--- src/rtl/fetch_pkg.sv ---
// Shared types and constants for the instruction fetch sequencer.
`timescale 1ns/1ps
package fetch_pkg;

  typedef enum logic [1:0] {
    S_REQ  = 2'd0,
    S_WAIT = 2'd1,
    S_HOLD = 2'd2,
    S_DROP = 2'd3
  } fetch_state_e;

  localparam int unsigned PC_STEP       = 4;
  // Wide enough to be truncated to any address width up to 64 bits.
  localparam logic [63:0] PC_ALIGN_MASK = ~64'h3;

endpackage

--- src/rtl/fetch_ctrl.sv ---
// Fetch sequencer: owns the PC, issues one imem request at a time and hands
// {pc, insn} to decode; redirects squash the presented word and stale responses.
`timescale 1ns/1ps
module fetch_ctrl
  import fetch_pkg::*;
#(
  parameter int                DWIDTH   = 32,
  parameter int                AWIDTH   = 32,
  parameter logic [AWIDTH-1:0] BASEADDR = AWIDTH'(32'h0100_0000)
) (
  input  logic              clk,
  input  logic              rst,
  output logic              imem_req_valid_o,
  input  logic              imem_req_ready_i,
  output logic [AWIDTH-1:0] imem_req_addr_o,
  input  logic              imem_rsp_valid_i,
  input  logic [DWIDTH-1:0] imem_rsp_data_i,
  input  logic              redirect_i,
  input  logic [AWIDTH-1:0] redirect_pc_i,
  output logic              insn_valid_o,
  input  logic              insn_ready_i,
  output logic [AWIDTH-1:0] pc_o,
  output logic [DWIDTH-1:0] insn_o
);

  localparam logic [AWIDTH-1:0] ALIGN_MASK = AWIDTH'(PC_ALIGN_MASK);
  localparam logic [AWIDTH-1:0] STEP       = AWIDTH'(PC_STEP);

  fetch_state_e      state_q;
  fetch_state_e      state_d;
  logic [AWIDTH-1:0] pc_q;
  logic              req_fire;

  always_comb begin
    state_d          = state_q;
    imem_req_valid_o = (state_q == S_REQ) && !rst;
    imem_req_addr_o  = pc_q;
    req_fire         = imem_req_valid_o && imem_req_ready_i;
    case (state_q)
      // A redirect in the accepting cycle still leaves one response to swallow.
      S_REQ:  if (req_fire) state_d = redirect_i ? S_DROP : S_WAIT;
      S_WAIT: begin
        if (redirect_i)            state_d = imem_rsp_valid_i ? S_REQ : S_DROP;
        else if (imem_rsp_valid_i) state_d = S_HOLD;
      end
      S_HOLD: if (redirect_i || insn_ready_i) state_d = S_REQ;
      // Further redirects here only retarget pc_q; leave once the stale word is gone.
      S_DROP: if (imem_rsp_valid_i) state_d = S_REQ;
      default: state_d = S_REQ;
    endcase
  end

  always_ff @(posedge clk or posedge rst) begin
    if (rst) begin
      state_q      <= S_REQ;
      pc_q         <= BASEADDR;
      insn_valid_o <= 1'b0;
      pc_o         <= BASEADDR;
      insn_o       <= '0;
    end else begin
      state_q <= state_d;
      if (redirect_i) begin
        pc_q         <= redirect_pc_i & ALIGN_MASK;
        insn_valid_o <= 1'b0;
      end else begin
        case (state_q)
          S_WAIT: if (imem_rsp_valid_i) begin
            insn_o       <= imem_rsp_data_i;
            pc_o         <= pc_q;
            insn_valid_o <= 1'b1;
            pc_q         <= pc_q + STEP;
          end
          S_HOLD: if (insn_ready_i) insn_valid_o <= 1'b0;
          default: ;
        endcase
      end
    end
  end

endmodule

--- config.mk ---
export PLATFORM = sky130hd
export DESIGN_NAME = fetch_ctrl
export DESIGN_NICKNAME = d
export VERILOG_FILES = /design/src/rtl/fetch_pkg.sv /design/src/rtl/fetch_ctrl.sv
export SDC_FILE = /design/constraint.sdc
export NUM_CORES = 1
export LEC_CHECK = 0
export CAP_MARGIN = 10
export CORE_AREA = 2 2 108 110
export DETAILED_ROUTE_END_ITERATION = 10
export DIE_AREA = 0 0 110 112
export PLACE_DENSITY_LB_ADDON = 0.15
export SLEW_MARGIN = 10
export SYNTH_ARGS = -nofsm -noshare
export SYNTH_HDL_FRONTEND = slang
export SYNTH_SLANG_ARGS = --single-unit
--- constraint.sdc ---
create_clock -name clk -period 2.9 [get_ports clk]
set_input_delay 0.58 -clock clk [delete_from_list [all_inputs] [get_ports clk]]
set_output_delay 0.58 -clock clk [all_outputs]
set_load 0.005 [all_outputs]
==> impl_metrics.toml <==
[layout]
fin_area_um2 = 6420
fillers = 964
drive_gt1_share_pct = 18.39
multi_input_area_um2 = 1837
num_antenna_cells = 0
synthToLayoutAreaGrowth_pct = 47.91
fin_util_pct = 57.45
instances_no_fill = 676
nNetsFinal = 599
regArea_um2 = 2380

[grt]
grt_max_degree = 90
grt_pass1_wl_mm = 17.67
grt_use_total_pct = 18.49
antenna_found_initial = 0
grt_pass1_vias = 3385
grt.overflow.total = 0

[logic_synthesis]
synth_seq_area_share_pct = 54.83
synthArstFlopShare_pct = 100.0
synth_area_um2 = 4340
synth_area_per_cell_um2 = 11.86
synth_ff_type = "dfrtp_1"
yosysMostFrequentCell = "dfrtp_1"
ys_top_cells_by_count = "93 x dfrtp_1, 63 x mux2_2, 30 x nand2_1"
ys_seq_elements = 95
yosys_warnings = 0
yosysUniqueCellTypes = 42
synth_top_area_share_pct = 53.62
yosysTopAreaCell = "dfrtp_1"
synth_area_leaders = "dfrtp_1 54%, mux2_2 16%, nand2_1 2.6%"
synth_edf_count = 0
synth_cells = 366

[clock_network]
clk_pin_slew_ns = 0.06
cts-htree-levels = 3
clock-root-buffer = "clkbuf_16"
post_cts_buffers = 0
clock_path_buffers = 2
clk_latency_ns = 0.34
ctsResizeCount = 0
cts.sinks = 95
cts_inserted_buffers = 9
postCtsHoldBufs = 0
cts_tree = "built"

[power_and_ir_drop]
p_switching_mw = 1.294
switching_share_pct = 25.79
pwr-share-seq_pct = 41.9
p_int_mw = 3.722
total_power_mw = 5.016
clockPowerShare_pct = 23.5
comb_power_share_pct = 34.6
ir_worst_vdd_uv = 516.8
powerDensity_nw_per_um2 = 781.3
power_leakage_nw = 2.532

[run]
max-cap-violations = 0

[setup_path]
arrival_ns = 2.63
crit_buf_inv = 1
crit_fanout = 8
cp_slowest_cell = "clkdlybuf4s50_1"
cp_slowest_stage_delay_ns = 0.63
worstSetupEndpointType = "flop"
crit_family = "simple AND/OR/NAND/NOR gates"
path_cells = "clkdlybuf4s50_1, nand4b_4, or3_1, or4_1, a31oi_1"
path_class = "input port to flop"
cp.required_ns = 3.16
start_kind = "input port"

[die]
num_rows = 39
fp.coreArea_um2 = 11170
die_area_um2 = 12320
fp.dieH_um = 112
die_w_um = 110
initial_utilization_pct = 38.84
io_pins = 168

[place]
dpl.hpwl_mm = 8.071
dp.cells = 660
place_area_um2 = 6122
dp_slack_ns = 0.2025
port_buffers = 161
gp_congestion = 0.7811

[detailed_routing]
vias_per_cell = 5.118
ant_nets = 0
avgRoutedWirePerCell_um = 16.25
drc = 0
wirelength_mm = 10.99
drt_pre_antenna_iters = 4
drt_iter0_markers = 129
via_count = 3460

[sta]
drv_slew = 0
fin_crit_ns = 2.371
final-setup-viol-count = 0
final_hold_viol_count = 0
min_period_over_period_pct = 81.77
setup_slack_ns = 0.5286
fmax_ghz = 0.4217
worst_hold_slack_ns = 0.5047
tns_ns = 0
skew_ns = 0.006923
rsz0062_at_grt = "false"

[min_path]
hold_path_class = "flop to flop"

[outcome]
status = "finished, final reports clean"
## power groups by stage
| stage | Sequential, mW | Clock (mW) | Combinational (mW) |
|---|---|---|---|
| global placement | 2.10 | 0 | 1.74 |
| floorplan | 2.13 | 0 | 0.552 |
| finish | 2.10 | 1.18 | 1.74 |
| global route | 2.18 | 1.28 | 1.87 |
| CTS | 2.11 | 1.22 | 1.77 |
| detailed placement | 2.13 | 0 | 1.76 |
## layer usage
metal,GRT usage (%),up-vias,routed length (µm)
met3,4.157,15,525
met5,0,-,0
met2,28.92,91,5457
met1,25.38,1694,4827
li1,-,1660,-
met4,5.992,0,176
## logic make-up (layout without fill, tap and decap cells)
logic type               after synthesis  in the layout  synth area share (%)
flip-flops                            95             95                 54.83
XOR/XNOR                              13             13                 2.623
AO/OA/AOI/OAI                         47             47                 6.774
other                                  1              4               0.08640
multiplexers                          65             65                 16.81
adder cells (fa/ha/maj)                1              1                0.2882
AND/OR/NAND/NOR                      117            117                 15.31
buffers and inverters                 27            191                 3.286
## cell usage in the layout, fill, tap and decap left out, types with 3 or more instances in the layout
cell type,instances
or3_1,3
nor2_1,18
nand2_1,30
conb_1,4
buf_4,7
and3_1,3
a21oi_1,4
or4_1,13
o21ai_0,15
a31oi_1,12
inv_1,4
o31ai_1,11
xor2_1,6
dfrtp_1,93
nor3_1,4
nand3_1,15
and4_1,3
clkinvlp_4,3
clkbuf_16,9
clkdlybuf4s50_1,161
mux2_2,63
xnor2_1,7
nand4_1,9
nor4_1,5
## layout make-up
| type | count | area share, % |
|---|---|---|
| Clock buffer | 9 | 3.508 |
| Timing Repair Buffer | 170 | 26.54 |
| Clock inverter | 7 | 1.130 |
| Tap cell | 143 | 2.787 |
| Inverter | 5 | 0.3508 |
| Sequential cell | 95 | 37.07 |
| Multi-Input combinational cell | 247 | 28.61 |
## worst reg2reg max path: cells and delay by family, from the launching register on
kind	cells	cell delay (ns)
AOI/OAI and AO/OA	1	0.18
and+or+nand+nor	3	1.47
DFF	1	0.49
## final timing paths
path                       slack, ns  cells after the start                   start                              end
min in group asynchronous       0.56                      2                     rst              pc_o[5]$_DFFE_PP0P_
setup reg to reg                0.67                      4  state_q[0]$_DFFE_PP0P_  imem_req_addr_o[31]$_DFFE_PP0P_
max in group asynchronous       1.64                      3                     rst             pc_o[24]$_DFFE_PP1P_
setup / recovery                0.53                      5        imem_rsp_valid_i  imem_req_addr_o[31]$_DFFE_PP0P_
hold reg to reg                 0.50                      1    pc_o[26]$_DFFE_PP0P_             pc_o[26]$_DFFE_PP0P_
hold / removal                  0.50                      1    pc_o[26]$_DFFE_PP0P_             pc_o[26]$_DFFE_PP0P_
## state kept, by name, summed over array words and instances (netlist names)
register / flops
insn_o: 32
state_q: 2
imem_req_addr_o: 30
insn_valid_o: 1
pc_o: 30
(Power assumes the default switching activity.)
